### src/rtl/hms_ctrl_if.sv
// hms_ctrl_if: bundles the pushbuttons, the counter-bank wrap flags and every
// mode/position/count-clock output of the clock/alarm/stopwatch control front end.
// The stimulus side uses the master modport; hms_ctrl uses the slave modport.
interface hms_ctrl_if;
  // raw buttons: [0] mode, [1] position / stopwatch start-stop, [2] increment, [3] alarm toggle
  logic [3:0] i_sw;
  // wrap flags coming back from the counter bank
  logic       i_max_hit_sec;
  logic       i_max_hit_min;
  logic       i_sw_hit_ssec;
  logic       i_sw_hit_sec;
  // control state
  logic [1:0] o_mode;
  logic [1:0] o_position;
  logic       o_alarm_en;
  logic       o_stopwatch_en;
  // count clocks into the counter bank
  logic       o_sec_clk;
  logic       o_min_clk;
  logic       o_hour_clk;
  logic       o_alarm_sec_clk;
  logic       o_alarm_min_clk;
  logic       o_alarm_hour_clk;
  logic       o_sw_ssec_clk;
  logic       o_sw_sec_clk;
  logic       o_sw_min_clk;

  modport master (
    output i_sw, i_max_hit_sec, i_max_hit_min, i_sw_hit_ssec, i_sw_hit_sec,
    input  o_mode, o_position, o_alarm_en, o_stopwatch_en,
    input  o_sec_clk, o_min_clk, o_hour_clk,
    input  o_alarm_sec_clk, o_alarm_min_clk, o_alarm_hour_clk,
    input  o_sw_ssec_clk, o_sw_sec_clk, o_sw_min_clk
  );

  modport slave (
    input  i_sw, i_max_hit_sec, i_max_hit_min, i_sw_hit_ssec, i_sw_hit_sec,
    output o_mode, o_position, o_alarm_en, o_stopwatch_en,
    output o_sec_clk, o_min_clk, o_hour_clk,
    output o_alarm_sec_clk, o_alarm_min_clk, o_alarm_hour_clk,
    output o_sw_ssec_clk, o_sw_sec_clk, o_sw_min_clk
  );
endinterface

### src/rtl/hms_ctrl.sv
// hms_ctrl: control front end for the clock/alarm/stopwatch datapath.
// Debounces four buttons, owns mode/position/alarm/stopwatch state, generates the
// 1 Hz and 100 Hz ticks and drives every count clock of the counter bank, closing
// the carry chain from the counters' wrap flags.
// Optional build macro: HOLD_REPEAT_EN -- holding the increment button produces
// auto-repeat increments after REPEAT_DELAY cycles, then every REPEAT_PERIOD cycles.
module hms_ctrl #(
  parameter int SEC_DIV       = 50000000,
  parameter int SSEC_DIV      = 500000,
  parameter int DEB_CYCLES    = 500000,
  parameter int REPEAT_DELAY  = 25000000,
  parameter int REPEAT_PERIOD = 5000000
) (
  input  logic        clk,
  input  logic        rst_n,
  hms_ctrl_if.slave   bus
);

  typedef enum logic [1:0] {
    MODE_CLOCK = 2'd0,
    MODE_SETUP = 2'd1,
    MODE_ALARM = 2'd2,
    MODE_SW    = 2'd3
  } mode_e;

  typedef enum logic [1:0] {
    POS_SEC  = 2'd0,
    POS_MIN  = 2'd1,
    POS_HOUR = 2'd2
  } pos_e;

  localparam int SEC_W  = (SEC_DIV    > 1) ? $clog2(SEC_DIV)    : 1;
  localparam int SSEC_W = (SSEC_DIV   > 1) ? $clog2(SSEC_DIV)   : 1;
  localparam int DEB_W  = (DEB_CYCLES > 1) ? $clog2(DEB_CYCLES) : 1;

  // index of each count clock inside the registered output vector
  localparam int OC_SEC    = 0;
  localparam int OC_MIN    = 1;
  localparam int OC_HOUR   = 2;
  localparam int OC_A_SEC  = 3;
  localparam int OC_A_MIN  = 4;
  localparam int OC_A_HOUR = 5;
  localparam int OC_SW_SS  = 6;
  localparam int OC_SW_SEC = 7;
  localparam int OC_SW_MIN = 8;

  // ---------------------------------------------------------------------------
  // Tick generators
  // ---------------------------------------------------------------------------
  logic [SEC_W-1:0]  sec_cnt_q;
  logic [SSEC_W-1:0] ssec_cnt_q;
  logic              sec_tick;
  logic              ssec_tick;

  assign sec_tick  = (sec_cnt_q  == SEC_W'(SEC_DIV - 1));
  assign ssec_tick = (ssec_cnt_q == SSEC_W'(SSEC_DIV - 1));

  // free-running dividers; each wraps to 0 in the cycle after its tick
  always_ff @(posedge clk or negedge rst_n) begin
    if (!rst_n) begin
      sec_cnt_q  <= '0;
      ssec_cnt_q <= '0;
    end else begin
      sec_cnt_q  <= sec_tick  ? '0 : sec_cnt_q  + SEC_W'(1);
      ssec_cnt_q <= ssec_tick ? '0 : ssec_cnt_q + SSEC_W'(1);
    end
  end

  // ---------------------------------------------------------------------------
  // Button debounce: 2-flop synchronizer, stability counter, rising-edge press
  // ---------------------------------------------------------------------------
  logic [3:0] press;

  for (genvar gi = 0; gi < 4; gi++) begin : g_deb
    logic             sync1_q;
    logic             sync2_q;
    logic             level_q;
    logic             level_d;
    logic             level_prev_q;
    logic [DEB_W-1:0] cnt_q;
    logic [DEB_W-1:0] cnt_d;

    // accept the synchronized level only after DEB_CYCLES differing cycles in a row
    always_comb begin
      level_d = level_q;
      cnt_d   = '0;
      if (sync2_q != level_q) begin
        if (cnt_q == DEB_W'(DEB_CYCLES - 1)) begin
          level_d = sync2_q;
        end else begin
          cnt_d = cnt_q + DEB_W'(1);
        end
      end
    end

    // synchronizer, debounced level and its previous value for edge detection
    always_ff @(posedge clk or negedge rst_n) begin
      if (!rst_n) begin
        sync1_q      <= 1'b0;
        sync2_q      <= 1'b0;
        level_q      <= 1'b0;
        level_prev_q <= 1'b0;
        cnt_q        <= '0;
      end else begin
        sync1_q      <= bus.i_sw[gi];
        sync2_q      <= sync1_q;
        level_q      <= level_d;
        level_prev_q <= level_q;
        cnt_q        <= cnt_d;
      end
    end

    assign press[gi] = level_q & ~level_prev_q;
  end

  // ---------------------------------------------------------------------------
  // Increment source (single press, optionally with hold-to-repeat)
  // ---------------------------------------------------------------------------
  logic inc;

`ifdef HOLD_REPEAT_EN
  localparam int REP_MAX = (REPEAT_DELAY > REPEAT_PERIOD) ? REPEAT_DELAY : REPEAT_PERIOD;
  localparam int REP_W   = $clog2(REP_MAX + 1);

  logic [REP_W-1:0] rep_cnt_q;
  logic [REP_W-1:0] rep_cnt_d;
  logic             rep_armed_q;
  logic             rep_armed_d;
  logic             rep_pulse;

  // while the increment button is held: first repeat after the delay, then periodic
  always_comb begin
    rep_cnt_d   = '0;
    rep_armed_d = 1'b0;
    rep_pulse   = 1'b0;
    if (g_deb[2].level_q) begin
      rep_armed_d = rep_armed_q;
      rep_cnt_d   = rep_cnt_q + REP_W'(1);
      if (!rep_armed_q && (rep_cnt_q == REP_W'(REPEAT_DELAY - 1))) begin
        rep_pulse   = 1'b1;
        rep_armed_d = 1'b1;
        rep_cnt_d   = '0;
      end else if (rep_armed_q && (rep_cnt_q == REP_W'(REPEAT_PERIOD - 1))) begin
        rep_pulse = 1'b1;
        rep_cnt_d = '0;
      end
    end
  end

  // repeat timer state
  always_ff @(posedge clk or negedge rst_n) begin
    if (!rst_n) begin
      rep_cnt_q   <= '0;
      rep_armed_q <= 1'b0;
    end else begin
      rep_cnt_q   <= rep_cnt_d;
      rep_armed_q <= rep_armed_d;
    end
  end

  assign inc = press[2] | rep_pulse;
`else
  assign inc = press[2];
`endif

  // ---------------------------------------------------------------------------
  // Wrap-flag edge detection (flags come from this clock domain)
  // ---------------------------------------------------------------------------
  logic [3:0] hit_cur;
  logic [3:0] hit_prev_q;
  logic [3:0] rise;

  assign hit_cur = {bus.i_sw_hit_sec, bus.i_sw_hit_ssec, bus.i_max_hit_min, bus.i_max_hit_sec};
  assign rise    = hit_cur & ~hit_prev_q;

  // previous flag values, tracked in every mode
  always_ff @(posedge clk or negedge rst_n) begin
    if (!rst_n) begin
      hit_prev_q <= '0;
    end else begin
      hit_prev_q <= hit_cur;
    end
  end

  // ---------------------------------------------------------------------------
  // Mode/position state machine and count-clock generation
  // ---------------------------------------------------------------------------
  mode_e      mode_q;
  mode_e      mode_d;
  pos_e       pos_q;
  pos_e       pos_d;
  logic       alarm_en_q;
  logic       alarm_en_d;
  logic       sw_stopped_q;
  logic       sw_stopped_d;
  logic [8:0] oclk_q;
  logic [8:0] oclk_d;
  logic       setup;

  assign setup = (mode_q == MODE_SETUP);

  // next state and next count clocks, all decided from the current registered mode/position
  always_comb begin
    mode_d       = mode_q;
    pos_d        = pos_q;
    alarm_en_d   = alarm_en_q ^ press[3];
    sw_stopped_d = sw_stopped_q;
    oclk_d       = '0;

    // a mode press overrides a same-cycle position press
    if (press[0]) begin
      mode_d = mode_e'(mode_q + 2'd1);
      pos_d  = POS_SEC;
    end else if (press[1]) begin
      case (mode_q)
        MODE_SETUP, MODE_ALARM: pos_d = (pos_q == POS_HOUR) ? POS_SEC : pos_e'(pos_q + 2'd1);
        MODE_SW:                sw_stopped_d = ~sw_stopped_q;
        default:                ;
      endcase
    end

    // time of day: ticks and carries run outside SETUP, increments only inside it
    oclk_d[OC_SEC]    = (~setup & sec_tick) | (setup & (pos_q == POS_SEC)  & inc);
    oclk_d[OC_MIN]    = (~setup & rise[0])  | (setup & (pos_q == POS_MIN)  & inc);
    oclk_d[OC_HOUR]   = (~setup & rise[1])  | (setup & (pos_q == POS_HOUR) & inc);
    // alarm registers only move by manual increment
    oclk_d[OC_A_SEC]  = (mode_q == MODE_ALARM) & (pos_q == POS_SEC)  & inc;
    oclk_d[OC_A_MIN]  = (mode_q == MODE_ALARM) & (pos_q == POS_MIN)  & inc;
    oclk_d[OC_A_HOUR] = (mode_q == MODE_ALARM) & (pos_q == POS_HOUR) & inc;
    // stopwatch keeps running whatever mode is displayed
    oclk_d[OC_SW_SS]  = ssec_tick & ~sw_stopped_q;
    oclk_d[OC_SW_SEC] = rise[2];
    oclk_d[OC_SW_MIN] = rise[3];
  end

  // control state and registered count clocks
  always_ff @(posedge clk or negedge rst_n) begin
    if (!rst_n) begin
      mode_q       <= MODE_CLOCK;
      pos_q        <= POS_SEC;
      alarm_en_q   <= 1'b0;
      sw_stopped_q <= 1'b1;
      oclk_q       <= '0;
    end else begin
      mode_q       <= mode_d;
      pos_q        <= pos_d;
      alarm_en_q   <= alarm_en_d;
      sw_stopped_q <= sw_stopped_d;
      oclk_q       <= oclk_d;
    end
  end

  assign bus.o_mode           = mode_q;
  assign bus.o_position       = pos_q;
  assign bus.o_alarm_en       = alarm_en_q;
  assign bus.o_stopwatch_en   = sw_stopped_q;
  assign bus.o_sec_clk        = oclk_q[OC_SEC];
  assign bus.o_min_clk        = oclk_q[OC_MIN];
  assign bus.o_hour_clk       = oclk_q[OC_HOUR];
  assign bus.o_alarm_sec_clk  = oclk_q[OC_A_SEC];
  assign bus.o_alarm_min_clk  = oclk_q[OC_A_MIN];
  assign bus.o_alarm_hour_clk = oclk_q[OC_A_HOUR];
  assign bus.o_sw_ssec_clk    = oclk_q[OC_SW_SS];
  assign bus.o_sw_sec_clk     = oclk_q[OC_SW_SEC];
  assign bus.o_sw_min_clk     = oclk_q[OC_SW_MIN];

endmodule

### src/flat_wrapper.sv
// flat-port wrapper written by rule: the top's interface ports become plain ports
module hms_ctrl_flat 
#(
  parameter int SEC_DIV       = 50000000,
  parameter int SSEC_DIV      = 500000,
  parameter int DEB_CYCLES    = 500000,
  parameter int REPEAT_DELAY  = 25000000,
  parameter int REPEAT_PERIOD = 5000000
)
  (clk, rst_n, bus_i_sw, bus_i_max_hit_sec, bus_i_max_hit_min, bus_i_sw_hit_ssec, bus_i_sw_hit_sec, bus_o_mode, bus_o_position, bus_o_alarm_en, bus_o_stopwatch_en, bus_o_sec_clk, bus_o_min_clk, bus_o_hour_clk, bus_o_alarm_sec_clk, bus_o_alarm_min_clk, bus_o_alarm_hour_clk, bus_o_sw_ssec_clk, bus_o_sw_sec_clk, bus_o_sw_min_clk);
  hms_ctrl_if bus_i ();
  input  logic clk;
  input  logic rst_n;
  input wire logic [$bits(bus_i.i_sw)-1:0] bus_i_sw;
  input wire logic [$bits(bus_i.i_max_hit_sec)-1:0] bus_i_max_hit_sec;
  input wire logic [$bits(bus_i.i_max_hit_min)-1:0] bus_i_max_hit_min;
  input wire logic [$bits(bus_i.i_sw_hit_ssec)-1:0] bus_i_sw_hit_ssec;
  input wire logic [$bits(bus_i.i_sw_hit_sec)-1:0] bus_i_sw_hit_sec;
  output wire logic [$bits(bus_i.o_mode)-1:0] bus_o_mode;
  output wire logic [$bits(bus_i.o_position)-1:0] bus_o_position;
  output wire logic [$bits(bus_i.o_alarm_en)-1:0] bus_o_alarm_en;
  output wire logic [$bits(bus_i.o_stopwatch_en)-1:0] bus_o_stopwatch_en;
  output wire logic [$bits(bus_i.o_sec_clk)-1:0] bus_o_sec_clk;
  output wire logic [$bits(bus_i.o_min_clk)-1:0] bus_o_min_clk;
  output wire logic [$bits(bus_i.o_hour_clk)-1:0] bus_o_hour_clk;
  output wire logic [$bits(bus_i.o_alarm_sec_clk)-1:0] bus_o_alarm_sec_clk;
  output wire logic [$bits(bus_i.o_alarm_min_clk)-1:0] bus_o_alarm_min_clk;
  output wire logic [$bits(bus_i.o_alarm_hour_clk)-1:0] bus_o_alarm_hour_clk;
  output wire logic [$bits(bus_i.o_sw_ssec_clk)-1:0] bus_o_sw_ssec_clk;
  output wire logic [$bits(bus_i.o_sw_sec_clk)-1:0] bus_o_sw_sec_clk;
  output wire logic [$bits(bus_i.o_sw_min_clk)-1:0] bus_o_sw_min_clk;
  assign bus_i.i_sw = bus_i_sw;
  assign bus_i.i_max_hit_sec = bus_i_max_hit_sec;
  assign bus_i.i_max_hit_min = bus_i_max_hit_min;
  assign bus_i.i_sw_hit_ssec = bus_i_sw_hit_ssec;
  assign bus_i.i_sw_hit_sec = bus_i_sw_hit_sec;
  assign bus_o_mode = bus_i.o_mode;
  assign bus_o_position = bus_i.o_position;
  assign bus_o_alarm_en = bus_i.o_alarm_en;
  assign bus_o_stopwatch_en = bus_i.o_stopwatch_en;
  assign bus_o_sec_clk = bus_i.o_sec_clk;
  assign bus_o_min_clk = bus_i.o_min_clk;
  assign bus_o_hour_clk = bus_i.o_hour_clk;
  assign bus_o_alarm_sec_clk = bus_i.o_alarm_sec_clk;
  assign bus_o_alarm_min_clk = bus_i.o_alarm_min_clk;
  assign bus_o_alarm_hour_clk = bus_i.o_alarm_hour_clk;
  assign bus_o_sw_ssec_clk = bus_i.o_sw_ssec_clk;
  assign bus_o_sw_sec_clk = bus_i.o_sw_sec_clk;
  assign bus_o_sw_min_clk = bus_i.o_sw_min_clk;
  hms_ctrl #(.SEC_DIV(SEC_DIV), .SSEC_DIV(SSEC_DIV), .DEB_CYCLES(DEB_CYCLES), .REPEAT_DELAY(REPEAT_DELAY), .REPEAT_PERIOD(REPEAT_PERIOD)) u_core (.clk(clk), .rst_n(rst_n), .bus(bus_i));
endmodule
### config.mk
export PLATFORM = sky130hd
export DESIGN_NAME = hms_ctrl_flat
export DESIGN_NICKNAME = d
export VERILOG_FILES = /design/src/rtl/hms_ctrl_if.sv /design/src/rtl/hms_ctrl.sv /design/src/flat_wrapper.sv
export SDC_FILE = /design/constraint.sdc
export NUM_CORES = 1
export LEC_CHECK = 0
export BUFFER_PORTS_ARGS = -buffer_cell sky130_fd_sc_hd__buf_2
export CORE_MARGIN = 3
export CORE_UTILIZATION = 57
export DETAILED_ROUTE_END_ITERATION = 12
export PLACE_DENSITY_LB_ADDON = 0.12
export SYNTH_ARGS = -nofsm -noshare
export SYNTH_HDL_FRONTEND = slang
export SYNTH_SLANG_ARGS = --single-unit
### constraint.sdc
create_clock -name clk -period 3.7 [get_ports clk]
set_clock_uncertainty 0.05 [all_clocks]
set_input_delay 0.555 -clock clk [delete_from_list [all_inputs] [get_ports clk]]
set_output_delay 0.555 -clock clk [all_outputs]
set_load 0.05 [all_outputs]
== After elaboration in Yosys (flattened, before gate mapping) ==
Cells that the tools add are included.
Cells by class
  $add $sub $neg: 8
  $mul: 0
  div/mod/pow operators: 0
  order comparisons: 0
  equality and inequality tests: 15
  shifts and indexed selects: 0
  multiplexer cells: 14
  bitwise operators: 33
  reductions and logical operators: 10
Operator list (number)
  19-bit 2-to-1 mux: 9
  19-bit by 1-bit adder with 19-bit output, second input constant: 5
  19-bit == test, second input constant: 5
  26-bit by 1-bit adder with 26-bit output, second input constant: 1
  26-bit == test, second input constant: 1
  26-bit 2-to-1 mux: 1
  1-bit AND: 20
  2-bit AND reduction: 5
  2-bit 2-to-1 mux: 4
  1-bit NOT: 7
  2-bit == test, second input constant: 3
  2-bit by 1-bit adder with 2-bit output, second input constant: 2
  4-bit AND: 1
  2-bit by 1-bit == test with 1-bit output, second input constant: 2
  1-bit != test: 4
  4-bit NOT: 1
  2-bit nonzero test: 2
  1-bit OR: 3
  3-bit AND reduction: 1
  2-bit logical NOT: 1
  2-bit OR reduction: 1
  1-bit XOR: 1
Word-level totals
  flip-flop bits (word level): 156
  bits in latches: 0
  bits in writable memories: 0
  bits in read-only memories: 0
  memories kept: 0

== Longest topological paths before layout ==
Gate-level depths: netlist (run 1).
  depth after elaboration: 5
  depth in mapped cells: 8
  mapped depth without buffers: 6

== Worst setup path before layout (run 1) ==
No wires, ideal clock.
  kind: flip-flop to flip-flop
  start: register u_core.mode_q[0] (netlist: u_core.bus.o_mode[0])
  end: register u_core.pos_q[1] (netlist: u_core.bus.o_position[1])
  setup time: 0.126 ns
  arrival: 1.695 ns
  data required time: 3.524 ns
  path slack: 1.828 ns
  cell stages (with the launch flop): 6
  clock period less this slack: 1.872 ns
  cell sequence: dfrtp_1 > inv_1 > ha_1 > nor3b_1 > mux2i_1 > nor2_1
Between the ends
  longest elaborated chain between the ends: 4
  elaborated cells between the ends (all ways): 5
Ends and longest elaborated chain
  from (decl): line hms_ctrl.sv:188  | mode_e mode_q;
  from (signal assigned): line hms_ctrl.sv:245  | mode_q <= mode_d;
  2-bit == test or 2-bit by 1-bit == test with 1-bit output (tied branches): line hms_ctrl.sv:215  | case (mode_q)
  2-bit OR reduction (*): line hms_ctrl.sv:215
  2-bit nonzero test (no line) (*)
  2-bit AND reduction (no line) (*)
  to (signal assigned): line hms_ctrl.sv:246  | pos_q <= pos_d;
  to (decl): line hms_ctrl.sv:190  | pos_e pos_q;
Mark *: on every way between the ends. The rest lies on a longest branch, timed or not.
A chain may end at the register's enable or synchronous reset.

== Worst setup path in the final report (run 1) ==
  start: register u_core.g_deb[3].cnt_q[11]
  end: register u_core.g_deb[3].cnt_q[10]
Between the ends
  longest elaborated chain between the ends: 3
Ends and longest elaborated chain
  from (decl): line hms_ctrl.sv:80  | logic [DEB_W-1:0] cnt_q;
  from (signal assigned): line hms_ctrl.sv:109  | cnt_q <= cnt_d;
  19-bit == test: line hms_ctrl.sv:88  | if (cnt_q == DEB_W'(DEB_CYCLES - 1)) begin
  19-bit 2-to-1 mux: line hms_ctrl.sv:88
  19-bit 2-to-1 mux: line hms_ctrl.sv:87  | if (sync2_q != level_q) begin
  net u_core.g_deb[3].cnt_d[10]: line hms_ctrl.sv:81  | logic [DEB_W-1:0] cnt_d;
The timed path passes the listed nets, and every way through them passes these cells.

==> impl_metrics.yaml, run 1 <==
clock_network:
  clock_sinks: 156
  cts_max_level: 4
  post_cts_resized: 0
  clk_latency_ns: 0.43
  clk_pin_slew_ns: 0.06
  clk_path_buf_depth: 2
  numCtsBuffers: 17
  ctsHoldBuffers: 0
  cts_tree: "done"
  cts_root_buf: "clkbuf_16"
  post_cts_buffers: 0
synthesis:
  yosysMostFrequentCell: "dfrtp_1"
  synth_fp_nets: 673
  synth_area_um2: 6940
  synth_fa_ha_area_frac: 0.0162
  synthSimpleGateAreaFrac: 0.242
  synth_top_family_by_area: "simple AND/OR/NAND/NOR gates"
  yosysWarnings: 0
  synthMuxAreaShare: 0.0110
  synthXorXnorAreaFrac: 0.136
  synthCells: 654
  synth_commonest_cells: "155 x dfrtp_1, 126 x nor2_1, 61 x xor2_1, 47 x nand3_1, 47 x xnor2_1"
  ys_types: 39
  ys.flop_type: "dfrtp_1"
  synth-seq-cells: 156
  synth-seq-area-share: 0.563
  synth_compound_area_frac: 0.0137
  synth_top_area_frac: 0.559
  syn_avg_cell_area_um2: 10.6
  synth_edf_count: 0
  netlist.top_cell.by_area: "dfrtp_1"
  yosys-top-cells-area: "dfrtp_1 56%, xor2_1 7.7%, nor2_1 6.8%, xnor2_1 5.9%, nand3_1 3.4%"
  synth-async-reset-ratio: 1.00
die:
  die_y_um: 116
  dieArea_um2: 13500
  core_um2: 11700
  die_x_um: 116
  initial_core_util: 0.595
  row_count: 39
  io_pins: 25
cells_and_area:
  final_util: 0.671
  layout-drive-gt1-share: 0.0970
  fill_cells: 893
  seq_area_um2: 3910
  antenna-diode-count: 0
  stdcell_count: 844
  syn_to_final_growth_pct: 12.8
  finish.net_count: 707
  multi_input_area_um2: 2910
place:
  hpwl_um: 8140
  gp_congestion: 0.823
  placed_cells: 812
  place_ws_ns: 1.51
  portBuffers: 24
setup_path:
  regToRegSetupSlack_ns: 1.51
  arrival_ns: 2.41
  critical_path_class: "register to register"
  critPathRequiredTime_ns: 3.92
  reg2reg_depth: 4
  rr_startpoint: "u_core.g_deb[3].cnt_q[11]$_DFF_PN0_"
  cp-end-kind: "register"
  crit_fanout: 19
  crit_start: "u_core.g_deb[3].cnt_q[11]$_DFF_PN0_"
  r2r_end: "u_core.g_deb[3].cnt_q[10]$_DFF_PN0_"
  cp-start-kind: "register"
sta:
  rsz0062_at_grt: "false"
  fin_crit_sh: 0.591
  worst_pin_slew_ns: 0.775
  fin_ws_ns: 1.51
  tns_ns: 0
  drv_slew: 0
  min_period_ns: 2.19
  fmax_mhz: 457
  final-setup-viol-count: 0
  hold_violations: 0
  max-slew-margin-rel: 0.483
detailed_routing:
  viasPerCell: 5.52
  post-route-drc-count: 0
  num_vias: 4660
  drt_wl_total_um: 12300
  ant_nets: 0
  dr.pass1.iters: 4
  drt-wirelength-per-cell_um: 14.6
  drt_iter0_drc: 354
grt:
  antenna_found_initial: 0
  overflow: 0
  grt_pass1_vias: 4754
  globalRouteTotalUtil: 0.204
  grt_pass1_wl_um: 21700
  grt_max_degree: 88
power_and_ir_drop:
  sequentialPowerShare: 0.478
  ir_drop_mv: 0.407
  power_switching_mw: 0.747
  pwr-share-comb: 0.024
  pwr-share-clk: 0.497
  sw_frac_of_total: 0.205
  p_leak_nw: 3.50
  p_int_mw: 2.89
  power.density_nw_per_um2: 465
run_status:
  status: "finished, final reports clean"
min_path:
  hp-class: "input pin to async pin"
run:
  cap_violations: 0
[logic make-up (layout without fill, tap and decap cells)]
group	Yosys count	after routing
and+or+nand+nor	332	332
DFF	156	156
xor gates and xnor gates	108	108
buffers and inverters	27	74
AOI/OAI and AO/OA	15	15
adders and majority gates	9	9
muxes	7	7
[registers in the layout (all words and copies together) (netlist names)]
signal,flops
u_core.bus.o_alarm_en,1
u_core.bus.o_mode,2
u_core.bus.o_position,2
u_core.bus.o_stopwatch_en,1
u_core.g_deb.cnt_q,76
u_core.g_deb.level_prev_q,4
u_core.g_deb.level_q,4
u_core.g_deb.sync1_q,4
u_core.g_deb.sync2_q,4
u_core.hit_prev_q,4
u_core.oclk_q,9
u_core.sec_cnt_q,26
u_core.ssec_cnt_q,19
[worst max path at each step]
stage | end | slack (ns)
after floorplan | u_core.bus.o_position[1]$_DFFE_PN0P_ | 1.83
after global placement | u_core.g_deb[3].cnt_q[8]$_DFF_PN0_ | 1.59
after detailed placement | u_core.g_deb[3].cnt_q[6]$_DFF_PN0_ | 1.51
after CTS | u_core.g_deb[3].cnt_q[10]$_DFF_PN0_ | 1.51
after global routing | u_core.g_deb[3].cnt_q[10]$_DFF_PN0_ | 1.26
final | u_core.g_deb[3].cnt_q[10]$_DFF_PN0_ | 1.51
[per-layer routing]
layer / routed length (um) / vias up / global-route usage
met5: 0 / - / 0
met4: 223 / 0 / 0.0735
met3: 483 / 20 / 0.0751
met2: 5980 / 64 / 0.325
met1: 5610 / 2289 / 0.258
li1: - / 2287 / -
[stage by stage]
stage / area (um2) / total power, mW / hold slack [ns]
after floorplan: 6940 / 1.81 / 0.209
after global placement: 7210 / 1.86 / 0.284
after detailed placement: 7210 / 1.86 / 0.287
after CTS: 7830 / 3.69 / 0.151
after global routing: 7830 / 3.79 / 0.163
final: 7830 / 3.64 / 0.128
[power by group through the flow]
stage | Combinational (mW) | Clock, mW | Sequential [mW]
2_1_floorplan | 0.0363 | 0 | 1.78
3_3_place_gp | 0.0896 | 0 | 1.77
3_5_place_dp | 0.0922 | 0 | 1.77
4_1_cts | 0.0927 | 1.86 | 1.74
5_1_grt | 0.105 | 1.94 | 1.74
6_report | 0.0890 | 1.81 | 1.74
[area by class of cell]
type | count | share of cell area
Clock inverter | 11 | 0.0214
Timing Repair Buffer | 26 | 0.0197
Tap cell | 143 | 0.0229
Clock buffer | 21 | 0.0575
Inverter | 16 | 0.00767
Multi-Input combinational cell | 471 | 0.372
Sequential cell | 156 | 0.499
[critical path, cell delays in order, from the launching register on]
cell and delay [ns]:
dfrtp_1 0.43, or4b_1 0.54, nor4_1 0.27, nand2b_1 0.62, nor2_1 0.13
[cell usage in the layout, fill, tap and decap left out, types with 5 or more instances in the layout]
master,netlist,routed
inv_1,16,16
nor2_1,126,126
nor2b_1,9,9
nor3_1,13,13
and4_1,11,11
clkbuf_16,0,17
nor4_1,10,10
dfrtp_1,155,155
o21ai_0,7,7
buf_2,8,23
nand2_1,39,39
nand4_1,35,35
nand3_1,47,47
xor2_1,61,61
mux2_2,5,5
ha_1,9,9
and3_1,16,16
xnor2_1,47,47
(Power assumes the default switching activity.)
==> run 2, diff against run 1 <==
--- a/config.mk
+++ b/config.mk
@@ -5,6 +5,7 @@
 export SDC_FILE = /design/constraint.sdc
 export NUM_CORES = 1
 export LEC_CHECK = 0
+export ABC_AREA = 1
 export BUFFER_PORTS_ARGS = -buffer_cell sky130_fd_sc_hd__buf_2
 export CORE_MARGIN = 3
 export CORE_UTILIZATION = 57
==> constraint.sdc (replaced) <==
create_clock -name clk -period 1.9 [get_ports clk]
set_clock_uncertainty 0.05 [all_clocks]
set_input_delay 0.285 -clock clk [delete_from_list [all_inputs] [get_ports clk]]
set_output_delay 0.285 -clock clk [all_outputs]
set_load 0.05 [all_outputs]
==> run 2 against run 1 <==
  * Core utilization fell by 0.11 points
  * Die area rose by 18%
  * Design area rose by 20%
  * Total power rose by 93%
  * Synthesized cell count rose by 67%
  * Clock power rose by 88%
  * Global-route usage rose by 2.7 points
  * Sequential share of layout area fell by 8.2 points
  * Highest routed layer unchanged
==> impl_metrics.yaml, run 2 <==
clock_network:
  post_cts_resized: 0
  numCtsBuffers: 17
  post_cts_buffers: 0
  cts_max_level: 4
  clk_pin_slew_ns: 0.06
  clk_latency_ns: 0.43
  cts_tree: "done"
  clock_sinks: 156
  clk_path_buf_depth: 2
  cts_root_buf: "clkbuf_16"
power_and_ir_drop:
  sequentialPowerShare: 0.483
  sw_frac_of_total: 0.210
  pwr-share-clk: 0.485
  power_switching_mw: 1.47
  p_leak_nw: 4.42
  p_int_mw: 5.54
  power.density_nw_per_um2: 748
  pwr-share-comb: 0.031
  ir_drop_mv: 0.816
cells_and_area:
  top_register: "u_core.g_deb.cnt_q"
  seq_area_um2: 3910
  antenna-diode-count: 0
  top_regs: "u_core.g_deb.cnt_q x76, u_core.sec_cnt_q x26, u_core.ssec_cnt_q x19"
  fill_cells: 1182
  layout-drive-gt1-share: 0.102
  multi_input_area_um2: 3740
  finish.net_count: 1166
  final_cell_mix: "261 x nor2_1, 245 x nand2_1, 155 x dfrtp_1"
  final_util: 0.670
  layout_commonest_cell: "nor2_1"
  largest_reg_flops: 76
  syn_to_final_growth_pct: 13.8
sta:
  drv_slew: 0
  hold_violations: 0
  max-slew-margin-rel: 0.722
  fin_crit_sh: 0.910
  tns_ns: 0
  final-setup-viol-count: 0
  fmax_mhz: 578
  worst_pin_slew_ns: 0.414
  rsz0062_at_grt: "false"
  min_period_ns: 1.73
setup_path:
  cp-start-kind: "register"
  crit_slowest_cell: "dfrtp_1"
  cp-end-kind: "register"
  crit_chain: "ha_1 > nand2_2 > nor2_1 > nand2_1 > nor2_1 > nand3_1 > buf_4 > nand2_1 > nor2_2"
  cp_num_cells: 9
  slowest_delay_ns: 0.39
  regToRegSetupSlack_ns: 0.17
  cp_top_family: "simple AND/OR/NAND/NOR gates"
  rr_startpoint: "u_core.sec_cnt_q[0]$_DFF_PN0_"
  critPathRequiredTime_ns: 2.17
  reg2reg_depth: 9
  crit_buf_inv: 1
  critical_path_class: "register to register"
  arrival_ns: 2.00
  crit_start: "u_core.sec_cnt_q[0]$_DFF_PN0_"
  crit_fanout: 8
detailed_routing:
  viasPerCell: 5.05
  dr.pass1.iters: 5
  drt_wl_total_um: 16800
  drt_iter0_drc: 422
  post-route-drc-count: 0
  ant_nets: 0
  drt-wirelength-per-cell_um: 12.6
  num_vias: 6765
synthesis:
  netlist.top_cell.by_area: "dfrtp_1"
  synth_fp_nets: 1108
  synthCells: 1089
  yosys-top-cells-area: "dfrtp_1 47%, nor2_1 12%, nand2_1 11%, inv_1 6.5%, nand3_1 4.7%"
  synth-seq-area-share: 0.474
  yosysMostFrequentCell: "nor2_1"
  synth-seq-cells: 156
  synth_edf_count: 0
  synth_area_um2: 8240
  synth-async-reset-ratio: 1.00
  synth_top_area_frac: 0.471
  syn_avg_cell_area_um2: 7.56
  ys_types: 38
  synth_commonest_cells: "261 x nor2_1, 245 x nand2_1, 155 x dfrtp_1, 142 x inv_1, 78 x nand3_1"
  ys.flop_type: "dfrtp_1"
  yosysWarnings: 0
place:
  hpwl_um: 12300
  portBuffers: 24
  gp_congestion: 0.926
grt:
  overflow: 0
  grt_pass1_vias: 6687
  globalRouteTotalUtil: 0.232
  grt_pass1_wl_um: 30100
  antenna_found_initial: 0
  grt_max_degree: 42
die:
  die_x_um: 126
  initial_core_util: 0.589
  core_um2: 14000
  row_count: 43
  die_y_um: 126
  dieArea_um2: 15900
  io_pins: 25
run:
  cap_violations: 0
min_path:
  hp-class: "input pin to async pin"
run_status:
  status: "finished, final reports clean"
==> run 2: cell count changes after synthesis, sizes merged, moves of 20 or more <==
| cell | previous run | this run |
|---|---|---|
| a21oi | 2 | 22 |
| nand2 | 39 | 252 |
| xnor2 | 47 | 13 |
| xor2 | 61 | 39 |
| nand3 | 47 | 80 |
| inv | 16 | 150 |
| nor2 | 126 | 284 |
==> run 2: metal layers <==
metal	global-route usage	vias up	wire length, um	share of wire
met2	0.378	146	7990	0.47
li1	-	3486	-	-
met4	0.0927	0	313	0.019
met5	0	-	0	0
met3	0.0547	31	720	0.043
met1	0.300	3102	7820	0.46
==> run 2: kinds of logic (layout without fill, tap and decap cells) <==
family,Yosys count,after routing,synth area share
compound gates,47,47,0.0316
xor+xnor,52,52,0.0580
fa+ha+maj,9,9,0.0137
buf+inv,154,225,0.0713
flops,156,156,0.474
simple gates,671,671,0.351
==> run 2: metrics by stage <==
stage                     setup slack [ns]  instance area, um2  hold WS, ns  cells  power [mW]
after floorplan                      0.157                8240      -0.0606   1089        3.53
after global placement               0.250                8680        0.188   1299        3.65
after detailed placement             0.173                8680        0.188   1299        3.66
after CTS                            0.171                9370        0.294   1340        7.11
after global routing                0.0330                9370        0.310   1340        7.28
final                                0.171                9370        0.296   1340        7.01
==> run 2: cell type report <==
type	instances	area share
clock buffer	23	0.0531
clock inverter	9	0.0116
inverter	150	0.0601
multi-input combinational	779	0.399
sequential	156	0.417
tap	180	0.0240
timing repair buffer	43	0.0351
==> run 2: path summary, 6_finish.rpt <==
| path | endpoint |
|---|---|
| max | u_core.sec_cnt_q[21]$_DFF_PN0_ |
| min | u_core.g_deb[3].cnt_q[15]$_DFF_PN0_ |
| max reg2reg | u_core.sec_cnt_q[21]$_DFF_PN0_ |
| min reg2reg | u_core.g_deb[2].sync2_q$_DFF_PN0_ |
| max in group asynchronous | u_core.bus.o_stopwatch_en$_DFFE_PN1P_ |
| min in group clk | u_core.g_deb[2].sync2_q$_DFF_PN0_ |
==> run 2: power by group through the flow <==
stage               logic (mW)  clock network [mW]  registers [mW]
floorplan               0.0694                   0            3.46
global placement         0.209                   0            3.44
detailed placement       0.212                   0            3.45
CTS                      0.227                3.50            3.39
global route             0.251                3.64            3.39
finish                   0.220                3.40            3.39
==> run 2: what timing repair did <==
action / in CTS / in global routing
endpoints found under the setup margin: 0 / 0
hold buffers: 9 / 0
endpoints found under the hold margin: 44 / 0
==> run 3, diff against run 2 <==
--- a/config.mk
+++ b/config.mk
@@ -5,10 +5,9 @@
 export SDC_FILE = /design/constraint.sdc
 export NUM_CORES = 1
 export LEC_CHECK = 0
-export ABC_AREA = 1
 export BUFFER_PORTS_ARGS = -buffer_cell sky130_fd_sc_hd__buf_2
 export CORE_MARGIN = 3
-export CORE_UTILIZATION = 57
+export CORE_UTILIZATION = 56
 export DETAILED_ROUTE_END_ITERATION = 12
 export PLACE_DENSITY_LB_ADDON = 0.12
 export SYNTH_ARGS = -nofsm -noshare
==> run 3 against run 2 <==
  * Clock-buffer cell count increased by 2
  * Clock power is 7.1% lower
  * Flip-flop and latch count stayed put
  * Design area is 12% lower
  * Register-to-register slack got worse by 0.09 ns
  * Total power decreased by 3.7%
  * Combinational power down 7%
  * Cell count is 32% lower
  * First-iteration DRC count is 42% lower
  * Via count down 28%
  * Hold slack got worse by 0.010 ns
  * Core utilization up 1.0 points
  * Largest power group is now sequential cells
  * Highest routed layer unchanged
==> impl_metrics.yaml, run 3 (synthesized netlist as in run 1, its figures left out) <==
setup_path:
  cp-start-kind: "register"
  regToRegSetupSlack_ns: 0.08
  slowest_delay_ns: 0.57
  cp-end-kind: "register"
  arrival_ns: 2.07
  critical_path_class: "register to register"
  crit_fanout: 7
  r2r_end: "u_core.g_deb[3].cnt_q[11]$_DFF_PN0_"
  reg2reg_depth: 5
  critPathRequiredTime_ns: 2.15
  crit_slowest_cell: "or4b_1"
  crit_start: "u_core.g_deb[3].cnt_q[11]$_DFF_PN0_"
  endpoint: "u_core.g_deb[3].cnt_q[11]$_DFF_PN0_"
  crit_chain: "or4b_1 > nor4_4 > nand2b_4 > buf_4 > nor2_1"
  rr_startpoint: "u_core.g_deb[3].cnt_q[11]$_DFF_PN0_"
die:
  io_pins: 25
  row_count: 40
  dieArea_um2: 13800
  core_um2: 12100
  initial_core_util: 0.575
  die_y_um: 117
  die_x_um: 117
clock_network:
  cts_tree: "done"
  clk_pin_slew_ns: 0.06
  clk_latency_ns: 0.42
  clock_sinks: 156
  cts_max_level: 4
  clk_path_buf_depth: 2
  numCtsBuffers: 17
  cts_root_buf: "clkbuf_16"
cells_and_area:
  layout_commonest_cell: "dfrtp_1"
  largest_reg_flops: 76
  final_cell_mix: "154 x dfrtp_1, 126 x nor2_1, 61 x xor2_1"
  top_regs: "u_core.g_deb.cnt_q x76, u_core.sec_cnt_q x26, u_core.ssec_cnt_q x19"
  finish.net_count: 749
  top_register: "u_core.g_deb.cnt_q"
  seq_area_um2: 3910
  layout-drive-gt1-share: 0.145
  fill_cells: 934
  syn_to_final_growth_pct: 18.3
  antenna-diode-count: 0
  multi_input_area_um2: 2970
power_and_ir_drop:
  p_leak_nw: 3.71
  power.density_nw_per_um2: 822
  fin_total_pwr_mw: 6.75
  ir_drop_mv: 0.896
place:
  portBuffers: 24
  hpwl_um: 8750
  gp_congestion: 0.849
detailed_routing:
  dr.pass1.iters: 5
  drt-wirelength-per-cell_um: 14.2
  drt_wl_total_um: 12900
  ant_nets: 0
  num_vias: 4884
  drt_iter0_drc: 246
  post-route-drc-count: 0
  viasPerCell: 5.36
grt:
  overflow: 0
  grt_pass1_vias: 5022
  antenna_found_initial: 0
  grt_pass1_wl_um: 22700
  grt_max_degree: 55
  globalRouteTotalUtil: 0.201
sta:
  tns_ns: 0
  max-slew-margin-rel: 0.724
  min_period_ns: 1.82
  drv_slew: 0
  fin_crit_sh: 0.956
  fmax_mhz: 550
  hold_violations: 0
  worst_pin_slew_ns: 0.410
  final-setup-viol-count: 0
run:
  cap_violations: 0
run_status:
  status: "finished, final reports clean"
min_path:
  hp-class: "input pin to async pin"
-- run 3: cell count changes in the layout (fill, tap and decap cells not counted), moves of 9 or more --
| cell | change |
|---|---|
| a21oi_1 | -19 |
| and3_1 | +16 |
| and4_1 | +10 |
| buf_4 | +25 |
| inv_1 | -126 |
| nand2_1 | -206 |
| nand3_1 | -31 |
| nand4_1 | +13 |
| nor2_1 | -135 |
| nor2_2 | -16 |
| nor2b_1 | +9 |
| o21ai_0 | -9 |
| xnor2_1 | +37 |
| xor2_1 | +22 |
-- run 3: how the worst min path moves through the flow --
stage | end | slack, ns | cells after the start
after floorplan | u_core.bus.o_alarm_en$_DFF_PN0_ | -0.06 | 0
after global placement | u_core.g_deb[3].cnt_q[3]$_DFF_PN0_ | 0.15 | 1
after detailed placement | u_core.g_deb[3].cnt_q[4]$_DFF_PN0_ | 0.16 | 1
after CTS | u_core.g_deb[3].cnt_q[4]$_DFF_PN0_ | 0.28 | 2
after global routing | u_core.bus.o_mode[0]$_DFFE_PN0P_ | 0.30 | 2
final | u_core.g_deb[3].cnt_q[4]$_DFF_PN0_ | 0.29 | 2
-- run 3: routing by layer --
| metal | vias up | GRT usage | wire length, um |
|---|---|---|---|
| li1 | 2386 | - | - |
| met1 | 2401 | 0.258 | 5870 |
| met2 | 75 | 0.323 | 6300 |
| met3 | 22 | 0.0559 | 485 |
| met4 | 0 | 0.0843 | 269 |
| met5 | - | 0 | 0 |
-- run 3: layout make-up --
type                    count  area share
flip-flops and latches    156       0.476
multi-input cells         471       0.362
repair buffers             68      0.0619
clock buffers              25      0.0591
well taps                 168      0.0256
clock inverters             7     0.00838
inverters                  16     0.00732
-- run 3: worst max-delay path: cells and delay by family, from the launching register on --
kind	cells	cell delay [ns]
simple gates	4	1.14
flops	1	0.37
buf+inv	1	0.15
-- run 3: timing repair --
| item | CTS | global route |
|---|---|---|
| hold endpoints to repair | 41 | 0 |
| setup endpoints to repair | 0 | 83 |
| setup buffers | 0 | 2 |
| hold buffers | 9 | 0 |
| gates resized for setup | 0 | 14 |
-- run 3: power by group --
group | internal [mW] | total (mW) | switching (mW)
Sequential | 3.36 | 3.39 | 0.0290
Combinational | 0.0679 | 0.205 | 0.137
Clock | 1.90 | 3.16 | 1.25
Total | 5.33 | 6.75 | 1.42
-- run 3: per-stage QoR --
stage | worst slack, ns | utilization | hold slack (ns) | area (um2) | cells
floorplan | 0.0284 | - | -0.0606 | 6940 | 654
global placement | 0.113 | 0.621 | 0.154 | 7490 | 868
detailed placement | 0.0408 | 0.621 | 0.155 | 7490 | 868
CTS | 0.0172 | 0.674 | 0.277 | 8130 | 909
global route | -0.00878 | 0.680 | 0.300 | 8210 | 911
finish | 0.0833 | 0.680 | 0.286 | 8210 | 911
